<file path="config.mk">
export PLATFORM = sky130hd
export DESIGN_NAME = mem_port_arbiter_flat
export DESIGN_NICKNAME = d
export VERILOG_FILES = /design/src/rtl/mem_port_arbiter_pkg.sv /design/src/rtl/mem_port_arbiter_if.sv /design/src/rtl/mem_port_arbiter_rr.sv /design/src/rtl/mem_port_arbiter.sv /design/src/flat_wrapper.sv
export SDC_FILE = /design/constraint.sdc
export NUM_CORES = 1
export LEC_CHECK = 0
export ABC_AREA = 1
export BUFFER_PORTS_ARGS = -buffer_cell sky130_fd_sc_hd__buf_2
export CELL_PAD_IN_SITES_DETAIL_PLACEMENT = 0
export CELL_PAD_IN_SITES_GLOBAL_PLACEMENT = 1
export CORE_MARGIN = 4
export CORE_UTILIZATION = 32
export DETAILED_ROUTE_END_ITERATION = 8
export PLACE_DENSITY = 0.79
export SLEW_MARGIN = 20
export SYNTH_ARGS = -nofsm -noshare
export SYNTH_HDL_FRONTEND = slang
export SYNTH_SLANG_ARGS = --single-unit
</file>
<file path="constraint.sdc">
create_clock -name clk -period 2.07 [get_ports clk]
set_clock_uncertainty 0.1 [all_clocks]
set_input_delay 0.1035 -clock clk [delete_from_list [all_inputs] [get_ports clk]]
set_output_delay 0.1035 -clock clk [all_outputs]
set_load 0.03 [all_outputs]
</file>
<file path="src/rtl/mem_port_arbiter_pkg.sv">
`default_nettype none
// ============================================================================
// Package   : mem_pkg
// Purpose   : Shared types and constants for the memory data-port arbiter:
//             FSM states, requester identifiers, access sizes and the
//             address range check used when a request is granted.
// Revision  : 1.0  initial release
// ============================================================================
package mem_pkg;

  typedef enum logic [1:0] {IDLE, LO, HI, DONE} arb_state_t;
  typedef enum logic       {PORT_CPU, PORT_EXT} port_t;
  typedef enum logic       {SZ_BYTE, SZ_HALF} size_t;

  localparam int unsigned DEF_RAMSIZE   = 4096;
  localparam int unsigned DEF_NUM_BANKS = 3;
  localparam int unsigned MEM_LIMIT     = DEF_NUM_BANKS * DEF_RAMSIZE;
  localparam int unsigned BYTE_W        = 8;

  // True when any byte touched by the access lies outside 0 .. limit-1.
  // at_top flags the all-ones address, whose +1 would wrap in the port width.
  function automatic logic out_of_range(input logic [31:0] addr,
                                        input size_t       sz,
                                        input logic [31:0] limit,
                                        input logic        at_top);
    if (sz == SZ_HALF) begin
      return at_top || ((addr + 32'd1) >= limit);
    end
    return addr >= limit;
  endfunction

endpackage
`default_nettype wire

</file>
<file path="src/rtl/mem_port_arbiter_if.sv">
`default_nettype none
// ============================================================================
// Interface : mem_port_arbiter_if
// Purpose   : One requester's request/response channel into the arbiter.
//   req   requester -> arbiter  request; fields held stable until ack
//   we    requester -> arbiter  1 = write, 0 = read
//   size  requester -> arbiter  0 = byte, 1 = halfword (little-endian)
//   addr  requester -> arbiter  byte address
//   wdata requester -> arbiter  write data (byte access uses [7:0])
//   ack   arbiter -> requester  one-cycle completion pulse
//   rdata arbiter -> requester  read data, valid with ack
//   err   arbiter -> requester  address out of range, valid with ack
// Revision  : 1.0  initial release
// ============================================================================
interface mem_port_arbiter_if #(
  parameter int unsigned WIDTH = 16
);
  logic             req;
  logic             we;
  logic             size;
  logic [WIDTH-1:0] addr;
  logic [WIDTH-1:0] wdata;
  logic             ack;
  logic [WIDTH-1:0] rdata;
  logic             err;

  modport master (output req, we, size, addr, wdata, input ack, rdata, err);
  modport slave  (input req, we, size, addr, wdata, output ack, rdata, err);
endinterface
`default_nettype wire

</file>
<file path="src/rtl/mem_port_arbiter_rr.sv">
`default_nettype none
// ============================================================================
// Module    : rr_arbiter2
// Purpose   : Two-way round-robin arbiter. On a tie the port that was not
//             granted last wins. last_grant updates only when en_i is high
//             and a grant is actually made.
//   clk, rst   clock, asynchronous active-high reset
//   req_i[0]   cpu request, req_i[1] ext request
//   en_i       arbitration enable (grant is being taken this cycle)
//   gnt_vld_o  some port is requesting
//   gnt_o      port chosen this cycle
// Revision  : 1.0  initial release
// ============================================================================
module rr_arbiter2
  import mem_pkg::*;
(
  input  logic       clk,
  input  logic       rst,
  input  logic [1:0] req_i,
  input  logic       en_i,
  output logic       gnt_vld_o,
  output port_t      gnt_o
);

  port_t last_q, last_d;

  always_comb begin
    gnt_vld_o = |req_i;
    gnt_o     = PORT_CPU;
    if (req_i == 2'b11) begin
      gnt_o = (last_q == PORT_CPU) ? PORT_EXT : PORT_CPU;
    end else if (req_i[1]) begin
      gnt_o = PORT_EXT;
    end
    last_d = last_q;
    if (en_i && gnt_vld_o) begin
      last_d = gnt_o;
    end
  end

  // Resetting to ext lets the cpu win the first tie.
  always_ff @(posedge clk or posedge rst) begin
    if (rst) begin
      last_q <= PORT_EXT;
    end else begin
      last_q <= last_d;
    end
  end

endmodule
`default_nettype wire

</file>
<file path="src/rtl/mem_port_arbiter.sv">
`default_nettype none
// ============================================================================
// Module    : mem_port_arbiter
// Purpose   : Shares the 8-bit memory data port between the pipeline MEM
//             stage (cpu) and the loader (ext). Round-robin arbitration,
//             halfword accesses split into two byte beats, range check
//             against the RAM banks, and a stall for the pipeline.
//   clk, rst     clock, asynchronous active-high reset
//   cpu, ext     requester channels (mem_port_arbiter_if.slave)
//   cpu_stall_o  cpu.req & ~cpu.ack
//   mem_we_o     memory write enable
//   mem_a_o      memory byte address
//   mem_wd_o     memory write data {8'h00, byte}
//   mem_rd_i     memory read byte, valid the cycle after mem_a_o
// Revision  : 1.0  initial release
// ============================================================================
module mem_port_arbiter
  import mem_pkg::*;
#(
  parameter int unsigned WIDTH     = 16,
  parameter int unsigned RAMSIZE   = 4096,
  parameter int unsigned NUM_BANKS = 3
) (
  input  logic                clk,
  input  logic                rst,
  mem_port_arbiter_if.slave   cpu,
  mem_port_arbiter_if.slave   ext,
  output logic                cpu_stall_o,
  output logic                mem_we_o,
  output logic [WIDTH-1:0]    mem_a_o,
  output logic [WIDTH-1:0]    mem_wd_o,
  input  logic [BYTE_W-1:0]   mem_rd_i
);

  localparam logic [31:0] LIMIT = 32'(NUM_BANKS * RAMSIZE);

  arb_state_t        state_q, state_d;
  port_t             port_q,  port_d;
  logic              we_q,    we_d;
  size_t             size_q,  size_d;
  logic [WIDTH-1:0]  addr_q,  addr_d;
  logic [WIDTH-1:0]  wdata_q, wdata_d;
  logic              err_q,   err_d;
  logic [BYTE_W-1:0] rbuf_q,  rbuf_d;

  logic              gnt_vld;
  port_t             gnt;
  logic              sel_we;
  size_t             sel_size;
  logic [WIDTH-1:0]  sel_addr;
  logic [WIDTH-1:0]  sel_wdata;
  logic              done;
  logic [WIDTH-1:0]  rdata;

  rr_arbiter2 u_rr (
    .clk       (clk),
    .rst       (rst),
    .req_i     ({ext.req, cpu.req}),
    .en_i      (state_q == IDLE),
    .gnt_vld_o (gnt_vld),
    .gnt_o     (gnt)
  );

  always_comb begin
    sel_we    = (gnt == PORT_EXT) ? ext.we    : cpu.we;
    sel_size  = size_t'((gnt == PORT_EXT) ? ext.size : cpu.size);
    sel_addr  = (gnt == PORT_EXT) ? ext.addr  : cpu.addr;
    sel_wdata = (gnt == PORT_EXT) ? ext.wdata : cpu.wdata;
  end

  // Next-state logic
  always_comb begin
    state_d = state_q;
    port_d  = port_q;
    we_d    = we_q;
    size_d  = size_q;
    addr_d  = addr_q;
    wdata_d = wdata_q;
    err_d   = err_q;
    rbuf_d  = rbuf_q;
    case (state_q)
      IDLE: begin
        if (gnt_vld) begin
          port_d  = gnt;
          we_d    = sel_we;
          size_d  = sel_size;
          addr_d  = sel_addr;
          wdata_d = sel_wdata;
          err_d   = out_of_range(32'(sel_addr), sel_size, LIMIT, &sel_addr);
          // Out-of-range requests complete without any memory cycle.
          state_d = err_d ? DONE : LO;
        end
      end
      LO:      state_d = (size_q == SZ_HALF) ? HI : DONE;
      HI: begin
        rbuf_d  = mem_rd_i;  // low byte, addressed in LO
        state_d = DONE;
      end
      default: state_d = IDLE;
    endcase
  end

  always_ff @(posedge clk or posedge rst) begin
    if (rst) begin
      state_q <= IDLE;
      port_q  <= PORT_CPU;
      we_q    <= 1'b0;
      size_q  <= SZ_BYTE;
      addr_q  <= '0;
      wdata_q <= '0;
      err_q   <= 1'b0;
      rbuf_q  <= '0;
    end else begin
      state_q <= state_d;
      port_q  <= port_d;
      we_q    <= we_d;
      size_q  <= size_d;
      addr_q  <= addr_d;
      wdata_q <= wdata_d;
      err_q   <= err_d;
      rbuf_q  <= rbuf_d;
    end
  end

  // Outputs decode from registered state only; in DONE the last byte is
  // taken straight from mem_rd_i, which belongs to the preceding beat.
  always_comb begin
    mem_we_o = 1'b0;
    mem_a_o  = '0;
    mem_wd_o = '0;
    case (state_q)
      LO: begin
        mem_we_o = we_q;
        mem_a_o  = addr_q;
        mem_wd_o = WIDTH'(wdata_q[BYTE_W-1:0]);
      end
      HI: begin
        mem_we_o = we_q;
        mem_a_o  = addr_q + WIDTH'(1);
        mem_wd_o = WIDTH'(wdata_q[2*BYTE_W-1:BYTE_W]);
      end
      default: ;
    endcase

    done  = (state_q == DONE);
    rdata = '0;
    if (!err_q && !we_q) begin
      rdata = (size_q == SZ_HALF) ? WIDTH'({mem_rd_i, rbuf_q}) : WIDTH'(mem_rd_i);
    end

    cpu.ack     = done && (port_q == PORT_CPU);
    cpu.err     = cpu.ack && err_q;
    cpu.rdata   = cpu.ack ? rdata : '0;
    ext.ack     = done && (port_q == PORT_EXT);
    ext.err     = ext.ack && err_q;
    ext.rdata   = ext.ack ? rdata : '0;
    cpu_stall_o = cpu.req && !cpu.ack;
  end

endmodule
`default_nettype wire

</file>
<file path="src/flat_wrapper.sv">
// flat-port wrapper written by rule: the top's interface ports become plain ports
module mem_port_arbiter_flat import mem_pkg::*;
#(
  parameter int unsigned WIDTH     = 16,
  parameter int unsigned RAMSIZE   = 4096,
  parameter int unsigned NUM_BANKS = 3
)
  (clk, rst, cpu_stall_o, mem_we_o, mem_a_o, mem_wd_o, mem_rd_i, cpu_req, cpu_we, cpu_size, cpu_addr, cpu_wdata, cpu_ack, cpu_rdata, cpu_err, ext_req, ext_we, ext_size, ext_addr, ext_wdata, ext_ack, ext_rdata, ext_err);
  mem_port_arbiter_if #(.WIDTH(WIDTH)) cpu_i ();
  mem_port_arbiter_if #(.WIDTH(WIDTH)) ext_i ();
  input  logic clk;
  input  logic rst;
  output logic cpu_stall_o;
  output logic mem_we_o;
  output logic [WIDTH-1:0] mem_a_o;
  output logic [WIDTH-1:0] mem_wd_o;
  input  logic [BYTE_W-1:0] mem_rd_i;
  input wire logic [$bits(cpu_i.req)-1:0] cpu_req;
  input wire logic [$bits(cpu_i.we)-1:0] cpu_we;
  input wire logic [$bits(cpu_i.size)-1:0] cpu_size;
  input wire logic [$bits(cpu_i.addr)-1:0] cpu_addr;
  input wire logic [$bits(cpu_i.wdata)-1:0] cpu_wdata;
  output wire logic [$bits(cpu_i.ack)-1:0] cpu_ack;
  output wire logic [$bits(cpu_i.rdata)-1:0] cpu_rdata;
  output wire logic [$bits(cpu_i.err)-1:0] cpu_err;
  input wire logic [$bits(ext_i.req)-1:0] ext_req;
  input wire logic [$bits(ext_i.we)-1:0] ext_we;
  input wire logic [$bits(ext_i.size)-1:0] ext_size;
  input wire logic [$bits(ext_i.addr)-1:0] ext_addr;
  input wire logic [$bits(ext_i.wdata)-1:0] ext_wdata;
  output wire logic [$bits(ext_i.ack)-1:0] ext_ack;
  output wire logic [$bits(ext_i.rdata)-1:0] ext_rdata;
  output wire logic [$bits(ext_i.err)-1:0] ext_err;
  assign cpu_i.req = cpu_req;
  assign cpu_i.we = cpu_we;
  assign cpu_i.size = cpu_size;
  assign cpu_i.addr = cpu_addr;
  assign cpu_i.wdata = cpu_wdata;
  assign cpu_ack = cpu_i.ack;
  assign cpu_rdata = cpu_i.rdata;
  assign cpu_err = cpu_i.err;
  assign ext_i.req = ext_req;
  assign ext_i.we = ext_we;
  assign ext_i.size = ext_size;
  assign ext_i.addr = ext_addr;
  assign ext_i.wdata = ext_wdata;
  assign ext_ack = ext_i.ack;
  assign ext_rdata = ext_i.rdata;
  assign ext_err = ext_i.err;
  mem_port_arbiter #(.WIDTH(WIDTH), .RAMSIZE(RAMSIZE), .NUM_BANKS(NUM_BANKS)) u_core (.clk(clk), .rst(rst), .cpu(cpu_i), .ext(ext_i), .cpu_stall_o(cpu_stall_o), .mem_we_o(mem_we_o), .mem_a_o(mem_a_o), .mem_wd_o(mem_wd_o), .mem_rd_i(mem_rd_i));
endmodule
</file>
==> results_dict.tcl, run 1 <==
set metrics [dict create \
    grt_pass1_wl_mm 18.3 \
    postPlaceCellArea_mm2 0.00425 \
    layout_worst_path_cycle_share_pct 103 \
    drt_iter0_drc 244 \
    die_height_um 111 \
    fmax_ghz 0.469 \
    gr-total-overflow 0 \
    synth_top_area_share_pct 34.1 \
    drcViolationCount 0 \
    ys_warn_count 0 \
    final_antenna_net_count 0 \
    vdd_drop_max_v 0.000610 \
    vias 3959 \
    min_delay_path_depth 3 \
    cts.clk_slew.worst_paths_ps 80 \
    cp_data_required_time_ps 1870 \
    h-tree-depth 2 \
    ys_seq_elements 47 \
    crit_path_max_fanout 3 \
    min_period_ps 2130 \
    final_common_cell "nand2_1" \
    total_leakage_power_uw 0.00249 \
    synth_area_leaders "dfrtp_1, nand2_1, o21ai_0" \
    vias_per_cell 4.81 \
    synth-seq-area-share_pct 34.8 \
    cp-end-kind "output pin" \
    final_hold_viol_count 0 \
    wl_per_cell_um 13.7 \
    drive_gt1_share_pct 35.7 \
    dr.pass1.iters 4 \
    cp.buffers_inverters 3 \
    netlist-cell-type-count 34 \
    syn_avg_cell_area_um2 6.59 \
    dp_slack_ps 90.7 \
    cp.arrival_ps 1930 \
    n_fill_cell 1068 \
    start_util_pct 32.7 \
    syn2layout_area_growth_pct 44.2 \
    dieArea_mm2 0.0123 \
    critPathTopFamily "simple AND/OR/NAND/NOR gates" \
    hold_path_class "input port to flop" \
    drv_cap 0 \
    yosys.area.top_type "dfrtp_1" \
    worstSetupStartpointType "flop" \
    setup_viol_count_final 2 \
    worstSetupPathType "flop to output pin" \
    core_area_mm2 0.0103 \
    drv_slew 0 \
    n_antenna_cell 0 \
    final_cell_mix "nand2_1, buf_2, o21ai_0" \
    ios 150 \
    syn_area_mm2 0.00338 \
    worst_pin_slew_ps 604 \
    cts_root_buf "clkbuf_8" \
    grt_pass1_vias 3867 \
    cpPeakStageDelay_ps 390 \
    violations "setup timing" \
    wirelength_mm 11.3 \
    place.gp.congestion 0.853 \
    grt_setup_unrepaired "yes" \
    grt_max_degree 49 \
    relSlewSlack_pct 59.7 \
    rows 37 \
    ff2ff_path_depth 11 \
    grt_usage_pct 17.7 \
    nets 772 \
    antenna_found_initial 0 \
    cpMaxStageDelayCell "dfrtp_1" \
    cts_inserted_buffers 5 \
    cp.depth 12 \
    status "finished with violations" \
    cp_cell_sequence "ha_2 > nand2_2 > inv_2 > nand2_4 > nor2_4 > inv_2 > nor2_4 > nand3_2 > nand2_2 > nand3_2 > a21oi_2 > buf_6" \
    cts_tree "done" \
    dp_hpwl_mm 8.29 \
    cts.path.max_buffers 2 \
    p_per_area_mw_per_mm2 1370 \
    worst_slack_ps -61.1 \
    insertion_delay_ps 300 \
    synthCells 513 \
    clkSinkCount 47 \
    io_buffers 141 \
    die_w_um 111 \
    fin_area_mm2 0.00487 \
]
## report_power, final
| part | switching (uW) | internal (uW) |
|---|---|---|
| logic | 2760 | 1530 |
| registers | 434 | 1400 |
| clock network | 300 | 239 |
| total | 3490 | 3180 |
## synth_stat cells (all sizes together)
library cell  number
dfstp              1
nor2              59
nand3             12
a211oi             1
a31oi              1
dfrtp             46
o211ai             2
a22oi              1
a31o               1
nand2            140
a221oi             4
conb               1
nor3              20
o21ai             84
nand3b            11
clkinv             3
nand4              5
inv               51
ha                 6
buf               17
a22o               1
clkbuf            17
a21oi             27
or2                2
## cells by family (layout without fill, tap and decap cells)
kind of cell / after synthesis / after routing / share of synthesized area (%)
compound gates: 122 / 122 / 19.3
other cells: 1 / 8 / 0.111
buf+inv: 88 / 255 / 12.1
fa+ha+maj: 6 / 6 / 2.22
simple gates: 249 / 249 / 31.4
flops: 47 / 47 / 34.8
## flip-flops by register name (all words and copies together) (netlist names)
register and count:
u_core.we_q 1, u_core.wdata_q 16, u_core.addr_q 16, u_core.state_q 2
u_core.u_rr.last_q 1, u_core.size_q 1, u_core.rbuf_q 8, u_core.err_q 1
u_core.port_q 1
## layout make-up
type | instances | area (um^2) | share of cell area [%]
clock buffer | 6 | 72.6 | 1.49
clock inverter | 2 | 13.8 | 0.282
inverter | 54 | 204 | 4.18
multi-input combinational | 385 | 2020 | 41.4
sequential | 47 | 1180 | 24.3
tap | 136 | 170 | 3.49
timing repair buffer | 193 | 1210 | 24.9
## tightest hold or removal path: cells and delay by family
family | cells | cell delay (ps)
AO/OA/AOI/OAI | 1 | 150
AND/OR/NAND/NOR | 1 | 30
buffers and inverters | 1 | 70
## per-layer routing
metal  routed length, um  GRT usage (%)
met1                5040           23.1
met5                   0              0
met4                  77           3.53
met2                5580           30.9
met3                 600           2.78
## metrics by stage
step	TNS (ps)	cells	hold WS, ps	total power (uW)	util [%]
finish	-93.8	823	3.91	6670	47.2
global route	-3170	823	1.73	7250	47.2
CTS	-71.1	811	0.428	6250	44.6
global placement	0	781	20.3	5430	41.1
detailed placement	0	781	28.7	5490	41.1
floorplan	0	520	182	4280	-
## repair_timing
action / CTS / global route
hold buffers: 13 / 0
setup buffers: 9 / 13
endpoints found under the setup margin: 35 / 43
gates resized for setup: 26 / 65
pin swaps: 10 / 16
endpoints found under the hold margin: 28 / 0
## path summary, 6_finish.rpt
path,from,endpoint,slack [ps]
setup / recovery,u_core.addr_q[0]$_DFFE_PP0P_,mem_a_o[14],-60
hold / removal,ext_wdata[6],u_core.wdata_q[6]$_DFFE_PP0P_,4
setup reg to reg,u_core.u_rr.last_q$_DFFE_PP1P_,u_core.state_q[1]$_DFFE_PP0P_,190
hold reg to reg,u_core.u_rr.last_q$_DFFE_PP1P_,u_core.u_rr.last_q$_DFFE_PP1P_,390
max in group asynchronous,rst,u_core.state_q[0]$_DFFE_PP0P_,1050
min in group asynchronous,rst,u_core.wdata_q[1]$_DFFE_PP0P_,240
Note: power is estimated with default switching activity, not from simulation.
==> inputs of run 2 (changes only) <==
--- a/config.mk
+++ b/config.mk
@@ -17,3 +17,4 @@
 export SYNTH_ARGS = -nofsm -noshare
 export SYNTH_HDL_FRONTEND = slang
 export SYNTH_SLANG_ARGS = --single-unit
+export TNS_END_PERCENT = 30
==> run 2 against run 1 <==
Against the previous run: the run still ends with setup timing left; fmax down 2.0%; die area did not move; critical endpoint is now mem_a_o[3]; cell count up 0.85%; worst hold slack got worse by 2.8 ps; highest routed layer unchanged; worst setup slack got worse by 44 ps; sequential cell count is the same; via count rose by 0.23%; sequential power barely moved; clock power increased by 35%; largest cell class unchanged.
==> results_dict.tcl, run 2 (synthesis results as in run 1) <==
set metrics [dict create \
    status "finished with violations" \
    violations "setup timing" \
    clkSinkCount 47 \
    place.gp.congestion 0.827 \
    reg2reg_from "u_core.u_rr.last_q$_DFFE_PP1P_" \
    grt_pass1_vias 3863 \
    h-tree-depth 2 \
    cts_tree "done" \
    antenna_found_initial 0 \
    vias_per_cell 4.78 \
    insertion_delay_ps 300 \
    grt_pass1_wl_mm 18.1 \
    grt_setup_unrepaired "yes" \
    cts_root_buf "clkbuf_8" \
    ff2ff_setup_slack_ps 210 \
    reg.largest.list "u_core.addr_q: 16 flops, u_core.wdata_q: 16 flops, u_core.rbuf_q: 8 flops" \
    p_per_area_mw_per_mm2 1450 \
    die_height_um 111 \
    n_antenna_cell 0 \
    fmax_ghz 0.460 \
    final_cell_mix "nand2_1, buf_2, o21ai_0" \
    clkPwrFrac_pct 10.0 \
    syn2layout_area_growth_pct 48.1 \
    drv_slew 0 \
    final_antenna_net_count 0 \
    rows 37 \
    fin_area_mm2 0.00500 \
    reg2reg_to "u_core.state_q[1]$_DFFE_PP0P_" \
    gr-total-overflow 0 \
    io_buffers 141 \
    dp_hpwl_mm 8.28 \
    cts.path.max_buffers 2 \
    vias 3968 \
    hold_path_class "input port to flop" \
    drive_gt1_share_pct 35.7 \
    worst_slack_ps -105 \
    grt_max_degree 48 \
    final_hold_viol_count 0 \
    core_area_mm2 0.0103 \
    ff2ff_path_depth 11 \
    layout_worst_path_cycle_share_pct 105 \
    fin_cells 830 \
    drv_cap 0 \
    setup_viol_count_final 7 \
    drt_iter0_drc 154 \
    ios 150 \
    total_leakage_power_uw 0.00254 \
    cts.clk_slew.worst_paths_ps 100 \
    dieArea_mm2 0.0123 \
    combinationalPowerShare_pct 64.7 \
    p_sw_uw 3620 \
    min_period_ps 2170 \
    hold-path-endpoint "u_core.wdata_q[4]$_DFFE_PP0P_" \
    p_total_uw 7260 \
    hold_path.startpoint "cpu_wdata[4]" \
    wl_per_cell_um 13.7 \
    worstSetupPathType "flop to output pin" \
    grt_usage_pct 17.4 \
    p_seq_share_pct 25.3 \
    nets 779 \
    start_util_pct 32.7 \
    min_delay_path_depth 3 \
    vdd_drop_max_v 0.000575 \
    dp_cells 780 \
    crit_path_max_fanout 5 \
    dr.pass1.iters 4 \
    final_common_cell "nand2_1" \
    die_w_um 111 \
    worstSetupStartpointType "flop" \
    switching_share_pct 49.8 \
    n_fill_cell 1066 \
    cp-end-kind "output pin" \
    wirelength_mm 11.4 \
    drcViolationCount 0 \
    cts_inserted_buffers 5 \
    power.internal_uw 3650 \
    cp_data_required_time_ps 1870 \
    postPlaceCellArea_mm2 0.00422 \
    dp_slack_ps 86.4 \
    cp.arrival_ps 1970 \
]
-- run 2: cell count changes in the layout (fill, tap and decap cells not counted), sizes merged --
cell | before | now
dlygate4sd3 | 13 | 17
inv | 51 | 52
clkinvlp | 0 | 1
clkinv | 5 | 2
buf | 180 | 182
clkbuf | 6 | 7
bufinv | 0 | 1
-- run 2: final cells by class --
cell class / instances / area, um^2 / share of cell area, %
clock buffers: 6 / 82.6 / 1.65
clock inverters: 2 / 38.8 / 0.775
inverters: 54 / 206 / 4.13
multi-input cells: 385 / 2010 / 40.2
flip-flops and latches: 47 / 1180 / 23.6
well taps: 136 / 170 / 3.40
repair buffers: 200 / 1310 / 26.2
-- run 2: layer usage --
metal	global-route usage [%]	vias up	routed length, um
li1	-	2010	-
met1	22.6	1821	5120
met2	29.4	121	5430
met3	2.84	16	602
met4	5.42	0	228
met5	0	-	0
-- run 2: how the worst max path moves through the flow --
stage                                  startpoint     endpoint  slack (ps)  cells after the start
floorplan           u_core.state_q[1]$_DFFE_PP0P_   mem_a_o[4]         -20                      5
global placement     u_core.addr_q[1]$_DFFE_PP0P_  mem_a_o[14]         140                     12
detailed placement   u_core.addr_q[1]$_DFFE_PP0P_  mem_a_o[14]          90                     12
CTS                  u_core.addr_q[1]$_DFFE_PP0P_   mem_a_o[8]         -60                     11
global route         u_core.addr_q[1]$_DFFE_PP0P_  mem_a_o[14]        -160                     12
finish              u_core.state_q[1]$_DFFE_PP0P_   mem_a_o[3]        -100                      7
-- run 2: worst max-delay path: stages, from the launching register on --
cell,delay [ps]
dfrtp_1,430
inv_2,90
ha_4,290
clkinvlp_4,130
buf_4,170
clkbuf_16,150
a221oi_2,200
buf_4,210
-- run 2: power by group through the flow --
stage | logic, uW | registers (uW) | clock network [uW]
global route | 5190 | 1900 | 769
detailed placement | 3610 | 1810 | 0
finish | 4700 | 1840 | 725
floorplan | 2560 | 1690 | 0
CTS | 4060 | 1780 | 734
global placement | 3550 | 1790 | 0
-- run 2: timing repair --
| item | in CTS | in global routing |
|---|---|---|
| pin swaps | 9 | 14 |
| hold buffers | 17 | 0 |
| gates cloned | 0 | 1 |
| hold endpoints to repair | 60 | 0 |
| buffers inserted | 16 | 10 |
| endpoints found under the setup margin | 38 | 53 |
| gates resized for setup | 35 | 57 |
-- run 2: through the flow --
step / setup TNS, ps / hold slack [ps] / util (%)
floorplan: -38.6 / 182 / -
global placement: 0 / 60.5 / 40.9
detailed placement: 0 / 58.7 / 40.9
CTS: -175 / 1.96 / 46.0
global route: -1580 / 19.9 / 48.5
finish: -401 / 1.08 / 48.5
